==> config.mk <==
export PLATFORM = sky130hd
export DESIGN_NAME = divider
export DESIGN_NICKNAME = d
export VERILOG_FILES = /design/src/rtl/divider_pkg.sv /design/src/rtl/divider_step.sv /design/src/rtl/divider.sv
export SDC_FILE = /design/constraint.sdc
export NUM_CORES = 1
export LEC_CHECK = 0
export BUFFER_PORTS_ARGS = -buffer_cell sky130_fd_sc_hd__buf_2
export CAP_MARGIN = 40
export CORE_MARGIN = 4
export CORE_UTILIZATION = 45
export CTS_CLUSTER_SIZE = 20
export DETAILED_ROUTE_END_ITERATION = 10
export PLACE_DENSITY = 0.75
export SLEW_MARGIN = 40
export SYNTH_ARGS = -nofsm -noshare
export SYNTH_HDL_FRONTEND = slang
export SYNTH_HIERARCHICAL = 1
export SYNTH_SLANG_ARGS = --single-unit
==> constraint.sdc <==
create_clock -name clk -period 7.3 [get_ports clk]
set_input_delay 1.095 -clock clk [delete_from_list [all_inputs] [get_ports clk]]
set_output_delay 1.095 -clock clk [all_outputs]
set_load 0.02 [all_outputs]
==> src/rtl/divider_pkg.sv <==
// Shared definitions for the EX-stage divider: bus widths, funct codes,
// FSM state encodings and a small conditional-negate helper.
package divider_pkg;

  localparam int DATA_BUS        = 32;
  localparam int DOUBLE_DATA_BUS = 64;
  localparam int FUNCT_BUS       = 6;

  localparam logic [FUNCT_BUS-1:0] FUNCT_MULT  = 6'b011000;
  localparam logic [FUNCT_BUS-1:0] FUNCT_MULTU = 6'b011001;
  localparam logic [FUNCT_BUS-1:0] FUNCT_DIV   = 6'b011010;
  localparam logic [FUNCT_BUS-1:0] FUNCT_DIVU  = 6'b011011;

  localparam logic [4:0] DIV_ITER_LAST = 5'd31;

  typedef enum logic [1:0] {
    DIV_IDLE = 2'd0,
    DIV_BUSY = 2'd1,
    DIV_DONE = 2'd2
  } div_state_e;

  function automatic logic [DATA_BUS-1:0] neg_if(input logic [DATA_BUS-1:0] value,
                                                 input logic              negate);
    return negate ? (~value + 32'd1) : value;
  endfunction

endpackage

==> src/rtl/divider_step.sv <==
// One radix-2 restoring iteration: shift in a dividend bit, trial-subtract
// the divisor, keep the difference when it does not go negative.
module divider_step
  import divider_pkg::*;
(
  input  logic [DATA_BUS:0]   rem,
  input  logic                dividend_bit,
  input  logic [DATA_BUS-1:0] divisor,
  output logic [DATA_BUS:0]   rem_next,
  output logic                q_bit
);

  logic [DATA_BUS+1:0] shifted;
  logic [DATA_BUS+1:0] diff;

  // Partial remainder stays below the divisor, so the shifted value fits in
  // 33 bits; one extra bit carries the borrow of the trial subtraction.
  always_comb begin
    shifted  = {rem, dividend_bit};
    diff     = shifted - {2'b00, divisor};
    q_bit    = ~diff[DATA_BUS+1];
    rem_next = q_bit ? diff[DATA_BUS:0] : shifted[DATA_BUS:0];
  end

endmodule

==> src/rtl/divider.sv <==
// Multi-cycle signed/unsigned 32-bit restoring divider producing
// {remainder, quotient} in HI/LO packing; one quotient bit per clock.
module divider
  import divider_pkg::*;
(
  input  logic                       clk,
  input  logic                       rst,
  input  logic                       start,
  input  logic                       annul,
  input  logic [FUNCT_BUS-1:0]       funct,
  input  logic [DATA_BUS-1:0]        operand_1,
  input  logic [DATA_BUS-1:0]        operand_2,
  output logic                       busy,
  output logic                       done,
  output logic [DOUBLE_DATA_BUS-1:0] result_div
);

  div_state_e                 state;
  logic [4:0]                 count;
  logic [DATA_BUS:0]          rem;
  logic [DATA_BUS-1:0]        dividend;
  logic [DATA_BUS-1:0]        divisor;
  logic                       dividend_neg;
  logic                       quotient_neg;
  logic [DOUBLE_DATA_BUS-1:0] result;

  logic [DATA_BUS:0]          step_rem;
  logic                       step_q;
  logic [DATA_BUS-1:0]        final_quot;
  logic                       is_signed;
  logic                       accept;

  divider_step u_step (
    .rem          (rem),
    .dividend_bit (dividend[DATA_BUS-1]),
    .divisor      (divisor),
    .rem_next     (step_rem),
    .q_bit        (step_q)
  );

  // Request decode and the quotient as it will stand after this iteration.
  always_comb begin
    is_signed  = (funct == FUNCT_DIV);
    accept     = start && !annul && ((funct == FUNCT_DIV) || (funct == FUNCT_DIVU));
    final_quot = {dividend[DATA_BUS-2:0], step_q};
  end

  // Divider FSM; the dividend register shifts out MSB-first while the
  // quotient bits shift into its LSB end.
  always_ff @(posedge clk) begin
    if (rst) begin
      state        <= DIV_IDLE;
      count        <= 5'd0;
      rem          <= 33'd0;
      dividend     <= 32'd0;
      divisor      <= 32'd0;
      dividend_neg <= 1'b0;
      quotient_neg <= 1'b0;
      result       <= 64'd0;
    end else begin
      case (state)
        DIV_IDLE: begin
          if (accept) begin
            dividend     <= neg_if(operand_1, is_signed && operand_1[DATA_BUS-1]);
            divisor      <= neg_if(operand_2, is_signed && operand_2[DATA_BUS-1]);
            dividend_neg <= is_signed && operand_1[DATA_BUS-1];
            quotient_neg <= is_signed && (operand_1[DATA_BUS-1] ^ operand_2[DATA_BUS-1]);
            rem          <= 33'd0;
            count        <= 5'd0;
            if (operand_2 == 32'd0) begin
              result <= {operand_1, 32'hFFFF_FFFF};
              state  <= DIV_DONE;
            end else begin
              state  <= DIV_BUSY;
            end
          end else begin
            state <= DIV_IDLE;
          end
        end
        DIV_BUSY: begin
          if (annul) begin
            state <= DIV_IDLE;
          end else begin
            rem      <= step_rem;
            dividend <= final_quot;
            count    <= count + 5'd1;
            if (count == DIV_ITER_LAST) begin
              // Remainder follows the dividend's sign, quotient the XOR of signs.
              result <= {neg_if(step_rem[DATA_BUS-1:0], dividend_neg),
                         neg_if(final_quot, quotient_neg)};
              state  <= DIV_DONE;
            end else begin
              state  <= DIV_BUSY;
            end
          end
        end
        DIV_DONE: begin
          state <= DIV_IDLE;
        end
        default: begin
          state <= DIV_IDLE;
        end
      endcase
    end
  end

  assign busy       = (state == DIV_BUSY);
  assign done       = (state == DIV_DONE);
  assign result_div = result;

endmodule

Yosys cells after proc, flatten, opt, wreduce, memory -nomap -nowiden
Cells that the tools add are included.
{"block": "word_totals", "reg_bits": 170, "input_bits": 74, "out_inout_bits": 66, "word_cells": 66}
{"block": "op_classes", "add_sub_neg": 6, "eq_ne": 9, "n_mux": 24, "bitwise": 6, "n_reduce_logical": 13}
{"operator": "$mux 64", "count": 4}
{"operator": "$mux 32", "count": 6}
{"operator": "$add 32x1->32 const B", "count": 4}
{"operator": "$not 32->32", "count": 4}
{"operator": "$pmux 64 s2", "count": 1}
{"operator": "$mux 33", "count": 3}
{"operator": "$pmux 33 s2", "count": 1}
{"operator": "$pmux 32 s2", "count": 1}
{"operator": "$sub 34x32->34", "count": 1}
{"operator": "$logic_not 32->1", "count": 1}
{"operator": "$eq 6x5->1 const B", "count": 2}
{"operator": "$mux 5", "count": 2}
{"operator": "$pmux 5 s2", "count": 1}
{"operator": "$mux 2", "count": 4}
{"operator": "$ne 2x2->1 const B", "count": 3}
{"operator": "$add 5x1->5 const B", "count": 1}
{"operator": "$eq 5x5->1 const B", "count": 1}
{"operator": "$logic_and 1x1->1", "count": 5}
{"operator": "$reduce_and 5->1", "count": 1}
{"operator": "$pmux 2 s2", "count": 1}
{"operator": "$reduce_and 3->1", "count": 1}
{"operator": "$eq 2x1->1 const B", "count": 1}
{"operator": "$eq 2x2->1 const B", "count": 1}
{"operator": "$logic_not 2->1", "count": 1}
{"operator": "7 further kinds", "count": 7}

Longest topological paths before layout
Gate-level depths: netlist (run 1).
{"block": "logic_depth", "depth_word": 8, "depth_mapped": 22, "mapped_depth_nobuf": 19}

Modules after synthesis
The synthesis (run 1) kept the hierarchy.
{"mod": "divider", "instances": 1, "cells_per_inst": 1199, "area_per_inst_um2": 9421.5, "seq_area_each_um2": 3403.3}
{"mod": "divider_step", "instances": 1, "cells_per_inst": 328, "area_per_inst_um2": 2170.8, "seq_area_each_um2": 0.0}

Worst setup path before layout (run 1)
No wires, ideal clock.
{"block": "synth_timing", "path_kind": "register to register", "startpoint": "register divisor[8]", "endpoint": "register result[61], in the netlist result_div[61]", "setup_ns": 0.126, "arrival_ns": 4.821, "required_time_ns": 7.174, "slack_ns": 2.352, "path_stages_with_launch": 20, "n_path_buf": 3, "period_less_slack_ns": 4.948, "cell_sequence": "dfxtp_1 > inv_1 > ha_1 > and3_1 > or3b_1 > a211oi_2 > o31ai_1 > and3_4 > o31a_4 > xor2_4 > clkbuf_1 > o21ai_0 > or4_1 > clkbuf_1 > or3_1 > buf_2 > or3_1 > o41ai_1 > xor2_1 > o211ai_1"}
{"block": "synth_between", "elab_chain_cells": 8}
{"item": "start: declaration", "line_no": "divider.sv:22", "source": "logic [DATA_BUS-1:0] divisor;"}
{"item": "start signal: assignment", "line_no": "divider.sv:65", "source": "divisor <= neg_if(operand_2, is_signed && operand_2[DATA_BUS-1]);"}
{"item": "$sub 34x32->34", "line_no": "divider_step.sv:20", "source": "diff = shifted - {2'b00, divisor};"}
{"item": "$mux 33", "line_no": "divider_step.sv:22", "source": "rem_next = q_bit ? diff[DATA_BUS:0] : shifted[DATA_BUS:0];"}
{"item": "via step_rem[7]", "line_no": "divider.sv:27", "source": "logic [DATA_BUS:0] step_rem;"}
{"item": "$not 32->32", "line_no": "divider_pkg.sv:24", "source": "return negate ? (~value + 32'd1) : value;"}
{"item": "$add 32x1->32", "line_no": "divider_pkg.sv:24"}
{"item": "$mux 32", "line_no": "divider_pkg.sv:24"}
{"item": "$mux 64", "line_no": "divider.sv:87", "source": "if (count == DIV_ITER_LAST) begin"}
{"item": "$mux 64", "line_no": "divider.sv:81", "source": "if (annul) begin"}
{"item": "$pmux 64 s2", "line_no": "divider.sv:61", "source": "case (state)"}
{"item": "end signal: assignment", "line_no": "divider.sv:71", "source": "result <= {operand_1, 32'hFFFF_FFFF};"}
{"item": "end signal: assignment", "line_no": "divider.sv:89", "source": "result <= {neg_if(step_rem[DATA_BUS-1:0], dividend_neg),"}
{"item": "end: declaration", "line_no": "divider.sv:25", "source": "logic [DOUBLE_DATA_BUS-1:0] result;"}
The timed path passes the listed nets, and every way through them passes these cells. The select of a mux whose other input is x is not followed.
A chain may end at the register's enable or synchronous reset.

Worst setup path after layout (run 1)
{"block": "layout_timing", "startpoint": "register divisor[8]", "endpoint": "register result[62], in the netlist result_div[62]"}
Same word-level chain as after synthesis.

==> results of run 1 <==
[metrics by stage]
step / power, mW / hold WS, ns / instance area [sq um] / instances
after floorplan: 1.168 / 0.4362 / 11590 / 1527
after global placement: 1.257 / 0.4401 / 12440 / 1908
after detailed placement: 1.262 / 0.4467 / 12460 / 1908
after CTS: 2.249 / 0.4565 / 13110 / 1940
after global routing: 2.330 / 0.4763 / 13130 / 1942
final: 2.252 / 0.4531 / 13140 / 1944
[routing by layer]
layer  share of wire [%]  wire, um  vias to the layer above  track usage (%)
met5                   0         0                        -                0
li1                    -         -                     5683                -
met1                  45     14840                     5296            30.96
met2                  45     15020                      439            37.05
met4                 2.8       929                        0            7.339
met3                 7.6      2524                       65            3.667
[flip-flops by register name (all words and copies together), names as in the netlist]
name / cells
state: 2
result_div: 64
rem: 33
quotient_neg: 1
divisor: 32
count: 5
dividend_neg: 1
dividend: 32
[worst max path at each step]
stage,startpoint,slack [ns],cells after the start,endpoint
floorplan,divisor[8]$_SDFFE_PP0P_,2.35,19,result_div[61]$_SDFFE_PP0P_
global placement,divisor[8]$_SDFFE_PP0P_,1.76,18,result_div[28]$_SDFFE_PP0P_
detailed placement,divisor[8]$_SDFFE_PP0P_,1.60,16,result_div[61]$_SDFFE_PP0P_
CTS,divisor[8]$_SDFFE_PP0P_,1.53,18,result_div[62]$_SDFFE_PP0P_
global route,divisor[8]$_SDFFE_PP0P_,1.41,19,result_div[62]$_SDFFE_PP0P_
finish,divisor[8]$_SDFFE_PP0P_,1.74,19,result_div[62]$_SDFFE_PP0P_
[placed cells by master, fill, tap and decap left out, types with 13 or more instances in the layout]
cell and count:
nor2_1 193, dfxtp_1 168, nand2_1 151, buf_2 138, a21oi_1 108, xor2_1 78, o21ai_0 72, a211oi_1 69
inv_1 53, xnor2_1 51, nor3_1 41, ha_1 38, o31ai_1 33, a31oi_1 29, a21o_1 24, and3_1 23
o211ai_1 23, nand3_1 19, a211o_1 18, or4_1 17, o41ai_1 17, clkbuf_16 17, nor4_1 16, and2_1 16
or3_1 15, mux2i_1 14, buf_4 13
[layout make-up]
type                            count  area, sq um  area share, %
Antenna cell                        3        7.507        0.05714
Clock buffer                       20        456.7          3.476
Clock inverter                     12        187.7          1.429
Inverter                           55        206.4          1.571
Multi-Input combinational cell   1200         7635          58.11
Sequential cell                   170         3406          25.92
Tap cell                          330        412.9          3.143
Timing Repair Buffer              154        825.8          6.286
[cells by family after synthesis]
group	Yosys count	synth area share, %
simple gates	556	22.71
compound gates	454	26.51
flops	170	29.36
buf+inv	157	5.278
xor+xnor	130	9.984
fa+ha+maj	39	4.274
mux	21	1.889
[critical path, stage by stage (launching register included)]
cell and delay (ns):
dfxtp_1 0.33, inv_1 0.05, ha_1 0.42, and3_1 0.22
or3b_1 0.37, a211oi_2 0.30, o31ai_1 0.13, and3_4 0.21
o31a_4 0.30, xor2_4 0.31, buf_8 0.23, o21ai_0 0.12
inv_1 0.11, ha_1 0.19, or4b_1 0.54, or2_2 0.41
nor3_1 0.50, mux2i_1 0.16, a2111oi_0 0.41, nor3_1 0.10
[synth_stat cells (30+ instances only)]
library cell,instances
ha_1,38
a21oi_1,108
dfxtp_1,170
nand2_1,151
o31ai_1,33
nor2_1,194
xor2_1,78
nor3_1,42
a31oi_1,30
xnor2_1,51
o21ai_0,74
inv_1,53
a211oi_1,69
clkbuf_1,84
[power breakdown]
group          internal [mW]  total, mW  switching (mW)
clock                  0.597       1.00           0.404
sequential             0.930      0.933         0.00324
combinational          0.112      0.319           0.207
total                   1.64       2.25           0.614
==> flow_summary.yaml, run 1 <==
setup_path:
  cp-start-kind: "register"
  r2r_slack_ns: 1.74
  required_ns: 7.60
  reg2reg_to: "result_div[62]$_SDFFE_PP0P_"
  end_kind: "register"
  critical_path_class: "register to register"
  reg2reg_from: "divisor[8]$_SDFFE_PP0P_"
  critical_path.max_fanout: 27
  ff2ff_path_depth: 19
  worstPathArrival_ns: 5.85
synthesis:
  synth_top_cell_by_area: "dfxtp_1"
  synth_top_area_share_pct: 29.36
  syn_nets: 1640
  synth_edf_count: 0
  yosys_warnings: 6
  synthTopCellsByArea: "dfxtp_1 (29%), nor2_1 (6.3%), xor2_1 (5.9%)"
  netlist_area_sq_mm: 0.01159
  avgSynthCellArea_sq_um: 7.592
  synthFlopType: "dfxtp_1"
  netlist_instances: 1527
  ys_async_sr_fraction_pct: 0
  synth_seq_cells: 170
  synth_cell_types: 80
  ys_seq_area_share_pct: 29.36
cts:
  hold_buffers: 0
  post-cts-setup-buffer-count: 0
  clk_pin_slew_ns: 0.07
  cts_root_buf: "clkbuf_16"
  htreeDepth: 4
  numCtsBuffers: 17
  clk-insertion-delay-late_ns: 0.44
  cts_tree: "built"
  post_cts_resized: 0
  cts_num_sinks: 170
  clockBufferDepth: 2
sta:
  post-route-period-util_pct: 76.13
  finalSetupViolCount: 0
  timing.final.crit_period_ns: 5.558
  fmax_mhz: 179.9
  slew_headroom_pct: 38.57
  fin_ws_ns: 1.742
  drv_slew: 0
  tightest_slew_ns: 0.9131
  clock_skew_ns: 0.01180
  rsz0062_at_grt: "false"
  final.setup.tns_ns: 0
  hold_violations: 0
cells_and_area:
  layout-drive-gt1-share_pct: 14.15
  final_core_utilization_pct: 52.02
  nNetsFinal: 1711
  area_growth_pct: 13.33
  nFillCells: 2477
global_routing:
  gr-total-overflow: 0
  grt_pass1_wl_um: 54360
  grtUsageTotal_pct: 22.75
  grt_max_degree: 95
  grt_pass1_vias: 10670
  antenna_found_initial: 1
routing:
  viasPerCell: 5.907
  ant_nets: 0
  dr_total_vias: 11480
  firstDrtPassIters: 6
  totalWireLength_um: 33310
  drc: 0
  drt_iter0_drc: 1104
  wire_per_inst_um: 17.14
floorplanning:
  die-height_um: 168.5
  num_rows: 58
  placeableCoreArea_sq_mm: 0.02525
  die_area_sq_mm: 0.02839
  start_util_pct: 45.90
  die_w_um: 168.5
  ios: 140
pwr:
  ir_drop_uv: 178.4
  p_leak_nw: 5.169
  p_per_area_mw_per_mm2: 171.4
min_path:
  hp-class: "register to register"
  holdPathStages: 2
  whs_endpoint: "result_div[48]$_SDFFE_PP0P_"
  hp-start: "result_div[48]$_SDFFE_PP0P_"
place:
  hpwl_um: 24460
  port_buffers: 139
  pre_cts_slack_ns: 1.600
  gp_congestion: 0.9226
flow_run:
  drv_cap: 0
status:
  status: "finished, final reports clean"
(Power assumes the default switching activity.)
==> run 2: changes to the inputs <==
==> constraint.sdc (replaced) <==
create_clock -name clk -period 5.6 [get_ports clk]
set_input_delay 0.84 -clock clk [delete_from_list [all_inputs] [get_ports clk]]
set_output_delay 0.84 -clock clk [all_outputs]
set_load 0.02 [all_outputs]
==> run 2 against run 1 <==
  * Total power grew 29%
  * Flip-flop and latch count is the same
  * Routed wire length rose by 2.7%
  * Via count is 1.2% higher
  * Register-to-register slack got worse by 1.3 ns
  * Clock power rose by 25%
  * Critical path depth fell by 2
  * Sequential share of layout area is 0.31 points lower
  * Non-clock buffer count increased by 20
  * Combinational power rose by 39%
  * Worst hold slack got worse by 0.00080 ns
  * Die area unchanged
==> flow_summary.yaml, run 2 (synthesized netlist as in run 1, its figures left out) <==
sta:
  holdWs_ns: 0.4523
  timing.final.crit_period_ns: 5.146
  finalSetupViolCount: 0
  rsz0062_at_grt: "false"
  drv_slew: 0
  slew_headroom_pct: 44.87
  final.setup.tns_ns: 0
  fin_ws_ns: 0.4538
  clock_skew_ns: 0.01133
  post-route-period-util_pct: 91.90
  hold_violations: 0
  fmax_mhz: 194.3
  tightest_slew_ns: 0.8184
setup_path:
  r2r_slack_ns: 0.45
  critical_path_class: "register to register"
  reg2reg_to: "result_div[61]$_SDFFE_PP0P_"
  crit_start: "divisor[9]$_SDFFE_PP0P_"
  cp-start-kind: "register"
  required_ns: 5.91
  critical_path.max_fanout: 13
  ff2ff_path_depth: 17
  end_kind: "register"
  crit_path_top_delay_cell: "or4_1"
  worstPathArrival_ns: 5.46
  crit_chain: "inv_1, ha_1, and3_1, or3b_1, a211oi_2, o31ai_1, and3_4, o31a_4, xor2_2, nand2_1, o21ai_0, or4_1, or3_1, or3_1, o41ai_1, xor2_1, o211ai_1"
  reg2reg_from: "divisor[9]$_SDFFE_PP0P_"
  max_stage_delay_ns: 0.65
  crit_top_cell: "or3_1"
  critical_path.endpoint: "result_div[61]$_SDFFE_PP0P_"
cells_and_area:
  area_growth_pct: 14.70
  final_common_cell: "nor2_1"
  layout-drive-gt1-share_pct: 15.26
  final_core_utilization_pct: 52.65
  stdcell_area_sq_mm: 0.01330
  largest_reg_flops: 64
  layout_common_cells: "nor2_1 (193), dfxtp_1 (168), nand2_1 (151), buf_2 (138), a21oi_1 (108)"
  fin_cells: 1963
  nNetsFinal: 1732
pwr:
  power_mw: 2.913
  ir_drop_uv: 194.1
  p_leak_nw: 5.278
  p_per_area_mw_per_mm2: 219.1
routing:
  drt_iter0_drc: 1065
  wire_per_inst_um: 17.43
  dr_total_vias: 11620
  firstDrtPassIters: 6
  totalWireLength_um: 34210
  ant_nets: 0
  drc: 0
  viasPerCell: 5.920
cts:
  htreeDepth: 4
  numCtsBuffers: 17
  cts_root_buf: "clkbuf_16"
  hold_buffers: 0
  post_cts_resized: 0
  clockBufferDepth: 2
  clk_pin_slew_ns: 0.07
  cts_tree: "built"
  cts_num_sinks: 170
  clk-insertion-delay-late_ns: 0.43
min_path:
  hp-class: "register to register"
place:
  hpwl_um: 25240
  dp_cells: 1928
  gp_congestion: 0.9234
  port_buffers: 139
  dpl_cell_area_sq_mm: 0.01264
  pre_cts_slack_ns: 0.2314
floorplanning:
  start_util_pct: 45.90
  die_w_um: 168.5
  die-height_um: 168.5
  num_rows: 58
  die_area_sq_mm: 0.02839
  placeableCoreArea_sq_mm: 0.02525
  ios: 140
global_routing:
  grtUsageTotal_pct: 23.10
  grt_max_degree: 89
  grt_pass1_vias: 10720
  antenna_found_initial: 1
  grt_pass1_wl_um: 54880
  gr-total-overflow: 0
status:
  status: "finished, final reports clean"
flow_run:
  drv_cap: 0
[run 2: cell types whose count changed in the layout (fill, tap and decap cells not counted), moves of 2 or more]
cell      delta
buf_4       +19
buf_16       +2
clkbuf_8     -2
clkinv_2     +2
diode_2      -2
inv_8        +2
[run 2: power by group]
| group | internal, mW | leakage, nW | switching (mW) |
|---|---|---|---|
| registers | 1.21 | 1.37 | 0.00411 |
| logic | 0.162 | 3.61 | 0.281 |
| clock network | 0.712 | 0.294 | 0.542 |
| total | 2.09 | 5.28 | 0.827 |
[run 2: how the worst min path moves through the flow]
stage | start | end | slack, ns | cells after the start
after floorplan | count[4]$_SDFFE_PP0P_ | count[4]$_SDFFE_PP0P_ | 0.44 | 2
final | result_div[44]$_SDFFE_PP0P_ | result_div[44]$_SDFFE_PP0P_ | 0.45 | 2
after global placement | result_div[36]$_SDFFE_PP0P_ | result_div[36]$_SDFFE_PP0P_ | 0.44 | 2
after CTS | result_div[36]$_SDFFE_PP0P_ | result_div[36]$_SDFFE_PP0P_ | 0.46 | 2
after global routing | count[4]$_SDFFE_PP0P_ | count[4]$_SDFFE_PP0P_ | 0.48 | 2
after detailed placement | result_div[36]$_SDFFE_PP0P_ | result_div[36]$_SDFFE_PP0P_ | 0.44 | 2
[run 2: area by class of cell]
class,count,area (sq um)
Sequential cell,170,3406
Clock buffer,17,425.4
Multi-Input combinational cell,1201,7637
Clock inverter,15,188.9
Inverter,55,206.4
Tap cell,330,412.9
Antenna cell,1,2.502
Timing Repair Buffer,174,1017
Fill cell,2420,11960
[run 2: repair_timing]
item / in CTS / in global routing
setup buffers: 0 / 1
hold endpoints to repair: 0 / 0
setup endpoints to repair: 0 / 18
[run 2: per-layer routing]
| metal | global-route usage (%) | part of all wire, % | vias up | routed length [um] |
|---|---|---|---|---|
| li1 | - | - | 5713 | - |
| met1 | 31.17 | 44 | 5359 | 15210 |
| met2 | 37.37 | 45 | 478 | 15540 |
| met3 | 4.180 | 7.6 | 70 | 2616 |
| met4 | 7.869 | 2.5 | 0 | 841 |
| met5 | 0 | 0 | - | 0 |
[run 2: worst max-delay path, delay by kind of cell, from the launching register on]
| family | cells | cell delay, ns |
|---|---|---|
| buffers and inverters | 1 | 0.05 |
| xor gates and xnor gates | 2 | 0.43 |
| DFF | 1 | 0.34 |
| AOI/OAI and AO/OA | 6 | 1.27 |
| and+or+nand+nor | 7 | 2.53 |
| adders and majority gates | 1 | 0.37 |
